[src/rtl/ctrl_pkg.sv]
// ctrl_pkg: opcode/state encodings and datapath select constants shared by ctrl_unit.
package ctrl_pkg;

    typedef enum logic [3:0] {
        OP_NOOP  = 4'd0,
        OP_STORE = 4'd1,
        OP_LOAD  = 4'd2,
        OP_ADD   = 4'd3,
        OP_LDI   = 4'd4,
        OP_SUB   = 4'd5,
        OP_JMPZ  = 4'd6,
        OP_HALT  = 4'd7
    } opcode_e;

    typedef enum logic [3:0] {
        S_INIT   = 4'd0,
        S_FETCH  = 4'd1,
        S_DECODE = 4'd2,
        S_LOAD_A = 4'd3,
        S_LOAD_B = 4'd4,
        S_STORE  = 4'd5,
        S_ADD    = 4'd6,
        S_SUB    = 4'd7,
        S_LDI    = 4'd8,
        S_JMPZ   = 4'd9,
        S_HALT   = 4'd10
    } state_e;

    localparam logic [1:0] RFS_ALU = 2'd0;
    localparam logic [1:0] RFS_MEM = 2'd1;
    localparam logic [1:0] RFS_IMM = 2'd2;

    localparam logic [2:0] ALU_PASS = 3'd0;
    localparam logic [2:0] ALU_ADD  = 3'd1;
    localparam logic [2:0] ALU_SUB  = 3'd2;

endpackage

[src/rtl/pc_ir.sv]
// pc_ir: program counter and instruction register; a jump target overrides the increment.
module pc_ir #(
    parameter int PC_W = 7,
    parameter int IW   = 16
) (
    input  logic            clk,
    input  logic            rst_n,
    input  logic            ld_ir,
    input  logic            inc,
    input  logic            ld_tgt,
    input  logic [IW-1:0]   i_data,
    output logic [PC_W-1:0] pc,
    output logic [IW-1:0]   ir
);
    logic [PC_W-1:0] pc_d, pc_q;
    logic [IW-1:0]   ir_d, ir_q;

    always_comb begin
        pc_d = ld_tgt ? ir_q[PC_W+3:4] : inc ? pc_q + PC_W'(1) : pc_q;
        ir_d = ld_ir ? i_data : ir_q;
    end

    always_ff @(posedge clk or negedge rst_n) begin
        if (!rst_n) begin
            pc_q <= '0;
            ir_q <= '0;
        end else begin
            pc_q <= pc_d;
            ir_q <= ir_d;
        end
    end

    assign pc = pc_q;
    assign ir = ir_q;
endmodule

[src/rtl/ctrl_unit.sv]
// ctrl_unit: multi-cycle fetch/decode/execute sequencer driving the data-memory/register-file datapath.
module ctrl_unit #(
    parameter int PC_W = 7,
    parameter int IW   = 16
) (
    input  logic            clk,
    input  logic            rst_n,
    input  logic [IW-1:0]   I_data,
    input  logic            RF_Ra_zero,
    output logic [PC_W-1:0] PC_addr,
    output logic            I_rd,
    output logic [7:0]      D_addr,
    output logic            D_rd,
    output logic            D_wr,
    output logic [1:0]      RF_s,
    output logic [7:0]      RF_W_data,
    output logic [4:0]      RF_W_addr,
    output logic            RF_W_wr,
    output logic [4:0]      RF_Ra_addr,
    output logic [4:0]      RF_Rb_addr,
    output logic [2:0]      ALU_s0,
    output logic [3:0]      state_o
);
    import ctrl_pkg::*;

    state_e          state_d, state_q;
    logic            i_rd_d, i_rd_q, d_rd_d, d_rd_q, d_wr_d, d_wr_q, rf_w_wr_d, rf_w_wr_q;
    logic [1:0]      rf_s_d, rf_s_q;
    logic [2:0]      alu_d, alu_q;
    logic [IW-1:0]   ir;
    logic [PC_W-1:0] pc;

    pc_ir #(.PC_W(PC_W), .IW(IW)) u_pc_ir (
        .clk    (clk),
        .rst_n  (rst_n),
        .ld_ir  (state_q == S_DECODE),
        .inc    (state_q == S_DECODE),
        .ld_tgt (state_q == S_JMPZ && RF_Ra_zero),
        .i_data (I_data),
        .pc     (pc),
        .ir     (ir)
    );

    always_comb begin
        state_d = S_FETCH;
        case (state_q)
            S_FETCH:  state_d = S_DECODE;
            S_DECODE:
                case (opcode_e'(I_data[IW-1:IW-4]))
                    OP_STORE: state_d = S_STORE;
                    OP_LOAD:  state_d = S_LOAD_A;
                    OP_ADD:   state_d = S_ADD;
                    OP_LDI:   state_d = S_LDI;
                    OP_SUB:   state_d = S_SUB;
                    OP_JMPZ:  state_d = S_JMPZ;
                    OP_HALT:  state_d = S_HALT;
                    default:  state_d = S_FETCH;
                endcase
            S_LOAD_A: state_d = S_LOAD_B;
            S_HALT:   state_d = S_HALT;
            default:  state_d = S_FETCH;
        endcase
        // Controls are registered from the next state so each is a clean flop output.
        i_rd_d    = state_d == S_FETCH;
        d_rd_d    = state_d == S_LOAD_A;
        d_wr_d    = state_d == S_STORE;
        rf_w_wr_d = state_d inside {S_LOAD_B, S_ADD, S_SUB, S_LDI};
        rf_s_d    = state_d == S_LOAD_B ? RFS_MEM : state_d == S_LDI ? RFS_IMM : RFS_ALU;
        alu_d     = state_d == S_ADD ? ALU_ADD : state_d == S_SUB ? ALU_SUB : ALU_PASS;
    end

    always_ff @(posedge clk or negedge rst_n) begin
        if (!rst_n) begin
            state_q   <= S_INIT;
            i_rd_q    <= 1'b0;
            d_rd_q    <= 1'b0;
            d_wr_q    <= 1'b0;
            rf_w_wr_q <= 1'b0;
            rf_s_q    <= RFS_ALU;
            alu_q     <= ALU_PASS;
        end else begin
            state_q   <= state_d;
            i_rd_q    <= i_rd_d;
            d_rd_q    <= d_rd_d;
            d_wr_q    <= d_wr_d;
            rf_w_wr_q <= rf_w_wr_d;
            rf_s_q    <= rf_s_d;
            alu_q     <= alu_d;
        end
    end

    assign PC_addr    = pc;
    assign I_rd       = i_rd_q;
    assign D_rd       = d_rd_q;
    assign D_wr       = d_wr_q & rst_n;
    assign RF_W_wr    = rf_w_wr_q & rst_n;
    assign RF_s       = rf_s_q;
    assign ALU_s0     = alu_q;
    assign state_o    = state_q;
    assign D_addr     = ir[11:4];
    assign RF_W_data  = ir[11:4];
    assign RF_W_addr  = {1'b0, ir[3:0]};
    // STORE names its source register in the low nibble; everything else uses IR[11:8].
    assign RF_Ra_addr = {1'b0, ir[IW-1:IW-4] == OP_STORE ? ir[3:0] : ir[11:8]};
    assign RF_Rb_addr = {1'b0, ir[7:4]};
endmodule

[config.mk]
export PLATFORM = sky130hd
export DESIGN_NAME = ctrl_unit
export DESIGN_NICKNAME = d
export VERILOG_FILES = /design/src/rtl/ctrl_pkg.sv /design/src/rtl/pc_ir.sv /design/src/rtl/ctrl_unit.sv
export SDC_FILE = /design/constraint.sdc
export NUM_CORES = 1
export LEC_CHECK = 0
export CAP_MARGIN = 20
export CORE_MARGIN = 10
export CORE_UTILIZATION = 44
export CTS_CLUSTER_DIAMETER = 120
export DETAILED_ROUTE_END_ITERATION = 12
export GPL_ROUTABILITY_DRIVEN = 0
export PLACE_DENSITY = 0.8
export SETUP_SLACK_MARGIN = 0.15
export SLEW_MARGIN = 20
export SYNTH_ARGS = -nofsm -noshare
export SYNTH_HDL_FRONTEND = slang
export SYNTH_SLANG_ARGS = --single-unit
[constraint.sdc]
create_clock -name clk -period 2.15 [get_ports clk]
set_input_delay 0.215 -clock clk [delete_from_list [all_inputs] [get_ports clk]]
set_output_delay 0.215 -clock clk [all_outputs]
set_load 0.02 [all_outputs]
==> results of run 1 <==
stage by stage:
step                cells  instance area, um2   util  power, W  hold slack, ps
floorplan             197                1850      -   0.00249           -80.6
global placement      289                2420  0.601   0.00319             101
detailed placement    289                2420  0.601   0.00324             104
CTS                   299                2550  0.633   0.00375             444
global route          299                2530  0.628   0.00394             455
finish                299                2530  0.628   0.00369             450
cell type report:
cell class | instances | area share
Multi-Input combinational cell | 120 | 0.285
Clock buffer | 7 | 0.0381
Sequential cell | 35 | 0.346
Timing Repair Buffer | 80 | 0.294
Inverter | 6 | 0.00890
Clock inverter | 1 | 0.00297
Tap cell | 50 | 0.0247
cell families (layout without fill, tap and decap cells):
family                   Yosys count  after routing
AO/OA/AOI/OAI                     23             23
multiplexers                       5              5
adder cells (fa/ha/maj)            1              1
AND/OR/NAND/NOR                   87             87
other                              1              4
flip-flops                        35             35
buffers and inverters             42             94
cell usage after synthesis, types with 2 or more instances:
cell type	count	area, um2
buf_2	4	20.0
inv_1	6	22.5
dfrtp_1	35	876
a221o_1	6	60.1
and2_1	2	12.5
a21bo_1	2	20.0
or3_1	2	12.5
nor4_1	3	18.8
buf_4	28	210
nand2_1	50	188
and3_1	2	12.5
nand3_1	2	10.0
a211oi_1	2	15.0
o21ai_0	6	30.0
clkbuf_1	4	15.0
nor2_1	8	30.0
nor3b_1	2	15.0
nor3_1	3	15.0
mux2_2	5	56.3
nor4b_1	4	35.0
sequential cells by signal, summed over array words and instances, names as in the netlist:
signal / flops
u_pc_ir.ir: 16
u_pc_ir.pc: 7
state_o: 4
ALU_s0: 2
RF_s: 2
D_rd: 1
I_rd: 1
d_wr_q: 1
rf_w_wr_q: 1
where the power goes:
group / total (W) / switching (W) / internal (W) / leakage (nW)
clock: 0.000527 / 0.000235 / 0.000291 / 0.0505
sequential: 0.00116 / 0.000248 / 0.000910 / 0.449
combinational: 0.00200 / 0.00105 / 0.000949 / 0.661
final timing paths:
kind	end	slack [ps]	depth (start not counted)
max in group asynchronous	u_pc_ir.ir[6]	880	3
max	RF_Ra_addr[2]	300	4
min in group asynchronous	I_rd	510	3
max reg2reg	u_pc_ir.pc[5]	310	4
min reg2reg	u_pc_ir.ir[12]	490	2
min	u_pc_ir.ir[5]	450	3
layer usage:
metal | global-route usage | part of all wire | vias to the layer above
li1 | - | - | 744
met1 | 0.138 | 0.39 | 708
met2 | 0.211 | 0.49 | 52
met3 | 0.0580 | 0.10 | 7
met4 | 0.0539 | 0.018 | 0
met5 | 0 | 0 | -
worst max-delay path: stages (launching register included):
cell	delay [ps]
dfrtp_1	390
nor4b_2	280
buf_4	190
mux2_2	330
clkbuf_2	160
repair_timing:
action / 4_1_cts / 5_1_grt
endpoints found under the setup margin: 4 / 4
pin swaps: 0 / 0
gates cloned: 0 / 0
resized for setup: 9 / 4
hold buffers: 2 / 0
setup buffers: 0 / 0
hold endpoints to repair: 10 / 0
==> metrics.md, run 1 <==
| Metric | Value |
|---|---|
| # diodes | `0` |
| Sinks on Clock Net | `35` |
| Status | `finished clean` |
| First-pass GRT wire length | `7650 um` |
| CP startpoint | `u_pc_ir.ir[13]` |
| Register area | `876 um2` |
| GRT Total Usage | `0.127` |
| Hold Crit Start | `I_data[5]` |
| Longest Clk Path Bufs | `2` |
| Worst EP required | `1930 ps` |
| Post-synthesis sequential area ratio | `0.476` |
| Max-slew violations | `0` |
| CP Launch Type | `flop` |
| Endpoints failing setup | `0` |
| Max-Cap Viols | `0` |
| CORE AREA | `0.00403 mm2` |
| Num CTS Buffers | `5` |
| DR vias/cell | `5.05` |
| Total die area | `0.00717 mm2` |
| Drt pass-1 iters | `4` |
| Synth Area in Compound Gates | `0.103` |
| Via count of the first global-routing pass | `1559` |
| F_max | `542 MHz` |
| Fraction of layout cells with a size suffix above 1 | `0.149` |
| Reg-to-Reg Start | `state_o[0]` |
| Ys Warns | `0` |
| CTS root buf | `clkbuf_8` |
| H-Tree Depth | `2` |
| XOR/XNOR Fraction of Synth Area | `0` |
| Fillcell total | `348` |
| DRT Wirelength | `4450 um` |
| Post-synth EDFFs | `0` |
| Commonest cells after routing, fill and taps aside | `60 x clkdlybuf4s50_1, 50 x nand2_1, 35 x dfrtp_1` |
| Setup TNS Final | `0 ps` |
| GR Overflow Total | `0` |
| Avg Synthesized Cell Area | `9.48 um2` |
| Clock Latency Late Sink | `290 ps` |
| Skew final | `5.95 ps` |
| Worst rel slew slack | `0.636` |
| Multi-input combinational cell area | `722 um2` |
| Final WS setup | `304 ps` |
| Fin crit period | `1850 ps` |
| Final worst-path cycle share | `0.859` |
| Row count | `23` |
| PD cells | `1460 mW/mm2` |
| Vias | `1511` |
| Main flop type after synthesis | `dfrtp_1` |
| Clock Pin Slew Worst Setup and Hold Paths | `70 ps` |
| Mux cell area share after synthesis | `0.0306` |
| Post-DP HPWL | `3490 um` |
| RSZ-0062 raised after global routing | `no` |
| #FFs+latches synth | `35` |
| Crit Path Class | `reg -> out` |
| Final ANT Viol Nets | `0` |
| WL per Instance | `14.9 um` |
| CP Data Arrival Time | `1630 ps` |
| CP Max Fanout | `4` |
| Post-Synthesis Cells | `194` |
| I/O pin cnt | `70` |
| Simple-gate area share of the yosys netlist | `0.235` |
| Initial Util | `0.457` |
| TritonCTS clock tree | `built` |
| Detailed Route Iter0 Violations | `90` |
| Pre-CTS setup slack | `157 ps` |
| LEAKAGE | `1.16 nW` |
| Post-Syn Area | `0.00184 mm2` |
| Synth cell types | `38` |
| Peak supply drop | `826 uV` |
| Ys async rst share | `1.00` |
| Syn-to-layout area delta | `37.6%` |
| Die span in y | `84.7 um` |
| Initial antenna violation count | `0` |
| Largest net degree at the start of global routing | `27` |
| Worst hold path class | `in -> reg` |
| Worst slew pin tran | `540 ps` |
| Commonest non-fill, non-tap cell in the layout | `clkdlybuf4s50_1` |
| Adder-cell share of the synthesized area | `0.00680` |
| I/O Buffers | `65` |
| Largest family of logic cells by synthesized area | `simple AND/OR/NAND/NOR gates` |
| NumNets Final | `268` |
| Crit. End Element | `primary output` |
| Final hold viol count | `0` |
| Die Wd | `84.7 um` |
| DR DRC count | `0` |
No activity file was read; power rests on OpenSTA's default activity.
==> run 2: changes to the inputs <==
MAX_ROUTING_LAYER = met4   (was unset)
SKIP_CTS_REPAIR_TIMING = 1   (was unset)
==> run 2 against run 1 <==
  * Worst setup slack worse by 100 ps
  * Sequential power about the same
  * Sequential share of layout area down 0.32 points
  * Final area up 0.94%
  * Largest cell class unchanged
  * Critical endpoint unchanged
  * Power up 0.67%
  * Maximum frequency down 5.1%
  * Non-clock buffer count unchanged
  * Via count down 0.93%
  * First-iteration DRC count down 6.7%
  * Die area unchanged
==> metrics.md, run 2 (same netlist as run 1, synthesis figures left out) <==
| Metric | Value |
|---|---|
| Status | `finished clean (unchanged)` |
| Via count of the first global-routing pass | `1543 (was 1559)` |
| Commonest non-fill, non-tap cell in the layout | `clkdlybuf4s50_1 (unchanged)` |
| Crit. End Element | `primary output (unchanged)` |
| Crit Path Class | `reg -> out (unchanged)` |
| FF-to-FF End | `u_pc_ir.pc[5] (unchanged)` |
| Fillcell total | `344 (was 348)` |
| WL per Instance | `14.9 um (about the same)` |
| Final Power | `0.00371 W (was 0.00369 W)` |
| Commonest cells after routing, fill and taps aside | `60 x clkdlybuf4s50_1, 50 x nand2_1, 35 x dfrtp_1 (unchanged)` |
| CP Max Fanout | `4 (unchanged)` |
| Slowest stage cell, crit path | `dfrtp_1 (unchanged)` |
| DR vias/cell | `5.01 (was 5.05)` |
| Fraction of layout cells with a size suffix above 1 | `0.129 (was 0.149)` |
| TritonCTS clock tree | `built (unchanged)` |
| Drt pass-1 iters | `4 (unchanged)` |
| Num CTS Buffers | `5 (unchanged)` |
| Initial antenna violation count | `0 (unchanged)` |
| GRT Total Usage | `0.130 (was 0.127)` |
| Endpoints failing setup | `0 (unchanged)` |
| Reg-to-Reg Start | `state_o[0] (unchanged)` |
| Register-to-register setup slack | `310 ps (about the same)` |
| Post-DP HPWL | `3490 um (unchanged)` |
| CP Cell Sequence | `nor4b_1 > buf_4 > mux2_2 > dlymetal6s2s_1 (was nor4b_2 > buf_4 > mux2_2 > clkbuf_2)` |
| Hold depth | `3 (unchanged)` |
| CP Launch Type | `flop (unchanged)` |
| Row count | `23 (unchanged)` |
| CP Data Arrival Time | `1730 ps (was 1630 ps)` |
| Die span in y | `84.7 um (unchanged)` |
| RSZ-0062 raised after global routing | `yes (was no)` |
| Worst hold path class | `in -> reg (unchanged)` |
| CP delay by family, top | `buffers and inverters (was flip-flops)` |
| DRT Wirelength | `4440 um (was 4450 um)` |
| Peak supply drop | `822 uV (was 826 uV)` |
| Worst rel slew slack | `0.640 (was 0.636)` |
| Slowest cell delay on critical path | `390 ps (about the same)` |
| Initial Util | `0.457 (unchanged)` |
| Longest Clk Path Bufs | `2 (unchanged)` |
| LEAKAGE | `1.20 nW (was 1.16 nW)` |
| Sinks on Clock Net | `35 (unchanged)` |
| Final hold viol count | `0 (unchanged)` |
| H-Tree Depth | `2 (unchanged)` |
| I/O Buffers | `65 (unchanged)` |
| Fin crit period | `1950 ps (was 1850 ps)` |
| Final ANT Viol Nets | `0 (unchanged)` |
| Worst slew pin tran | `535 ps (was 540 ps)` |
| Max-slew violations | `0 (unchanged)` |
| DR DRC count | `0 (unchanged)` |
| Total die area | `0.00717 mm2 (unchanged)` |
| # diodes | `0 (unchanged)` |
| Die Wd | `84.7 um (unchanged)` |
| I/O pin cnt | `70 (unchanged)` |
| Cell Area, Placed | `0.00242 mm2 (unchanged)` |
| Crit path buf inv count | `2 (unchanged)` |
| Hold Crit Start | `I_data[5] (unchanged)` |
| Clock Pin Slew Worst Setup and Hold Paths | `70 ps (about the same)` |
| CORE AREA | `0.00403 mm2 (unchanged)` |
| Clock Latency Late Sink | `290 ps (about the same)` |
| PD cells | `1450 mW/mm2 (was 1460 mW/mm2)` |
| F_max | `514 MHz (was 542 MHz)` |
| Final worst-path cycle share | `0.905 (was 0.859)` |
| Layout Cell Area excl Fill | `0.00255 mm2 (was 0.00253 mm2)` |
| CTS root buf | `clkbuf_8 (unchanged)` |
| Largest net degree at the start of global routing | `27 (unchanged)` |
| Max FFs per register | `16 (unchanged)` |
| R2R cell count | `4 (unchanged)` |
| First-pass GRT wire length | `7560 um (was 7650 um)` |
| Vias | `1497 (was 1511)` |
| Max-Cap Viols | `0 (unchanged)` |
| Hold path endpoint | `u_pc_ir.ir[5] (unchanged)` |
| NumNets Final | `268 (unchanged)` |
| Hold Worst Slack | `450 ps (about the same)` |
| Syn-to-layout area delta | `38.8% (was 37.6%)` |
| Skew final | `6.39 ps (was 5.95 ps)` |
| Detailed Route Iter0 Violations | `84 (was 90)` |
| Final core utilization | `0.634 (was 0.628)` |
| GR Overflow Total | `0 (unchanged)` |
| Worst EP required | `1930 ps (about the same)` |
[run 2: layout make-up]
type                            count  area (um2)  area share
Sequential cell                    35         876       0.343
Timing Repair Buffer               80         773       0.303
Multi-Input combinational cell    120         716       0.280
Clock buffer                        7        96.3      0.0377
Tap cell                           50        62.6      0.0245
Inverter                            6        22.5     0.00882
Clock inverter                      1        7.51     0.00294
[run 2: through the flow]
stage	worst slack [ps]	cells	TNS, ps
after CTS	-166	297	-613
after global placement	217	289	0
after floorplan	199	197	0
after global routing	143	299	0
after detailed placement	157	289	0
final	204	299	0
[run 2: worst min-delay path: cells and delay by family]
kind,cells,cell delay [ps]
simple gates,2,90
buf+inv,1,400
[run 2: worst max path at each step]
| stage | slack, ps | cells past startpoint | startpoint | to |
|---|---|---|---|---|
| 5_1_grt | 140 | 4 | u_pc_ir.ir[15] | RF_Ra_addr[2] |
| 3_5_place_dp | 160 | 4 | u_pc_ir.ir[15] | RF_Ra_addr[2] |
| 2_1_floorplan | 200 | 6 | state_o[3] | u_pc_ir.pc[5] |
| 4_1_cts | -170 | 4 | u_pc_ir.ir[15] | RF_Ra_addr[2] |
| 3_3_place_gp | 220 | 5 | RF_Ra_zero | u_pc_ir.pc[5] |
| 6_report | 200 | 4 | u_pc_ir.ir[15] | RF_Ra_addr[2] |
[run 2: per-layer routing]
layer | vias up | wire (um) | track usage
li1 | 743 | - | -
met1 | 701 | 1870 | 0.143
met2 | 48 | 2200 | 0.209
met3 | 5 | 325 | 0.0435
met4 | 0 | 46 | 0.0539
met5 | - | 0 | -
[run 2: power breakdown]
| group | total [W] | leakage, nW | internal (W) | switching [W] |
|---|---|---|---|---|
| logic | 0.00203 | 0.704 | 0.000983 | 0.00105 |
| clock network | 0.000526 | 0.0505 | 0.000291 | 0.000235 |
| registers | 0.00115 | 0.449 | 0.000910 | 0.000243 |
==> run 3: changes to the inputs <==
CORE_MARGIN = 5   (was 10)
CTS_BUF_LIST = sky130_fd_sc_hd__clkbuf_8 sky130_fd_sc_hd__clkbuf_16   (was unset)
==> run 3 against run 2 <==
  * Hold slack gained 3.1 ps
  * Critical path depth is the same
  * Non-clock buffer count is the same
  * Worst setup slack gained 25 ps
==> metrics.md, run 3 (same netlist as run 1, synthesis figures left out) <==
| Metric | Value |
|---|---|
| Status | `finished clean (unchanged)` |
| Skew final | `7.80 ps (was 6.39 ps)` |
| Final hold viol count | `0 (unchanged)` |
| Switching fraction of total power | `0.414 (was 0.411)` |
| Clock network fraction of total power | `0.123 (was 0.142)` |
| Max-Cap Viols | `0 (unchanged)` |
| R2R cell count | `4 (unchanged)` |
| Final WS setup | `229 ps (was 204 ps)` |
| Peak supply drop | `751 uV (was 822 uV)` |
| Initial antenna violation count | `0 (unchanged)` |
| GR Overflow Total | `0 (unchanged)` |
| Top layer in use | `met4 (unchanged)` |
| # diodes | `0 (unchanged)` |
| DRT Wirelength | `4160 um (was 4440 um)` |
| CP Data Arrival Time | `1710 ps (was 1730 ps)` |
| WL per Instance | `13.9 um (was 14.9 um)` |
| Fillcell total | `356 (was 344)` |
| NetSw | `0.00149 W (was 0.00153 W)` |
| RSZ-0062 raised after global routing | `no (was yes)` |
| DR DRC count | `0 (unchanged)` |
| Worst EP required | `1930 ps (about the same)` |
| Initial Util | `0.457 (unchanged)` |
| PD cells | `1430 mW/mm2 (was 1450 mW/mm2)` |
| Max FFs per register | `16 (unchanged)` |
| Commonest non-fill, non-tap cell in the layout | `clkdlybuf4s50_1 (unchanged)` |
| Clock Latency Late Sink | `280 ps (was 290 ps)` |
| H-Tree Depth | `2 (unchanged)` |
| Sequential share of power | `0.319 (was 0.311)` |
| Endpoints failing setup | `0 (unchanged)` |
| First-pass GRT wire length | `6580 um (was 7560 um)` |
| Die Wd | `74.7 um (was 84.7 um)` |
| GRT Total Usage | `0.162 (was 0.130)` |
| Pre-CTS setup slack | `178 ps (was 157 ps)` |
| CTS root buf | `clkbuf_8 (unchanged)` |
| Longest Clk Path Bufs | `2 (unchanged)` |
| F_max | `521 MHz (was 514 MHz)` |
| CP Max Fanout | `4 (unchanged)` |
| Final core utilization | `0.628 (was 0.634)` |
| Met3 Wirelength | `234 um (was 325 um)` |
| Crit Path Class | `reg -> out (unchanged)` |
| Final worst-path cycle share | `0.893 (was 0.905)` |
| Internal | `0.00211 W (was 0.00218 W)` |
| NumNets Final | `268 (unchanged)` |
| Clock Pin Slew Worst Setup and Hold Paths | `70 ps (about the same)` |
| Total die area | `0.00557 mm2 (was 0.00717 mm2)` |
| TritonCTS clock tree | `built (unchanged)` |
| Detailed Route Iter0 Violations | `60 (was 84)` |
| Largest net degree at the start of global routing | `27 (unchanged)` |
| CORE AREA | `0.00403 mm2 (unchanged)` |
| Hold depth | `3 (unchanged)` |
| M1 WL | `1850 um (was 1870 um)` |
| Vias | `1527 (was 1497)` |
| Via count of the first global-routing pass | `1456 (was 1543)` |
| Met2 wire len | `2020 um (was 2200 um)` |
| I/O pin cnt | `70 (unchanged)` |
| Sinks on Clock Net | `35 (unchanged)` |
| Post-DP HPWL | `3230 um (was 3490 um)` |
| Syn-to-layout area delta | `37.5% (was 38.8%)` |
| Drt pass-1 iters | `4 (unchanged)` |
| Worst rel slew slack | `0.647 (was 0.640)` |
| Setup TNS Final | `0 ps (unchanged)` |
| DR vias/cell | `5.11 (was 5.01)` |
| Die span in y | `74.7 um (was 84.7 um)` |
| LEAKAGE | `1.20 nW (about the same)` |
| Hold Worst Slack | `453 ps (was 450 ps)` |
| Max-slew violations | `0 (unchanged)` |
| I/O Buffers | `65 (unchanged)` |
| Crit. End Element | `primary output (unchanged)` |
| Worst hold path class | `in -> reg (unchanged)` |
| Row count | `23 (unchanged)` |
| CP Launch Type | `flop (unchanged)` |
| Fin crit period | `1920 ps (was 1950 ps)` |
| Fraction of layout cells with a size suffix above 1 | `0.124 (was 0.129)` |
| Commonest cells after routing, fill and taps aside | `60 x clkdlybuf4s50_1, 50 x nand2_1, 35 x dfrtp_1 (unchanged)` |
| Final ANT Viol Nets | `0 (unchanged)` |
| Comb power frac | `0.559 (was 0.548)` |
| Worst slew pin tran | `523 ps (was 535 ps)` |
| Num CTS Buffers | `5 (unchanged)` |
[run 3: through the flow]
step                instance area [um2]  cells  total power (W)
finish                             2530    299          0.00360
global placement                   2430    290          0.00316
detailed placement                 2430    290          0.00321
global route                       2530    299          0.00384
CTS                                2510    298          0.00366
floorplan                          1850    197          0.00249
[run 3: routing by layer]
layer	track usage	vias up
met5	-	-
met4	0.0652	0
li1	-	744
met2	0.269	46
met1	0.196	732
met3	0.0267	5
[run 3: path summary, 6_finish.rpt]
path	from	slack, ps	to
worst max-delay path	u_pc_ir.ir[13]	230	RF_Ra_addr[3]
worst min-delay path	I_data[5]	450	u_pc_ir.ir[5]
worst max register to register	state_o[1]	360	u_pc_ir.pc[5]
worst min register to register	u_pc_ir.ir[12]	480	u_pc_ir.ir[12]
max in group asynchronous	rst_n	1450	u_pc_ir.ir[4]
min in group asynchronous	rst_n	460	u_pc_ir.ir[12]
[run 3: worst max-delay path, stage by stage, from the launching register on]
cell	delay [ps]
dfrtp_1	380
nor4b_1	310
buf_4	200
mux2_2	330
dlymetal6s2s_1	210
[run 3: layout make-up]
cell class                      count  area (um2)  area share
Sequential cell                    35         876       0.346
Inverter                            6        22.5     0.00891
Clock buffer                        5        68.8      0.0272
Clock inverter                      3        12.5     0.00495
Multi-Input combinational cell    120         716       0.283
Tap cell                           50        62.6      0.0247
Timing Repair Buffer               80         771       0.305
[run 3: power by group through the flow]
stage	sequential, W	clock [W]	combinational, W
after floorplan	0.00121	0	0.00128
after global placement	0.00115	0	0.00201
after detailed placement	0.00116	0	0.00205
after CTS	0.00116	0.000453	0.00205
after global routing	0.00120	0.000473	0.00217
final	0.00115	0.000442	0.00201
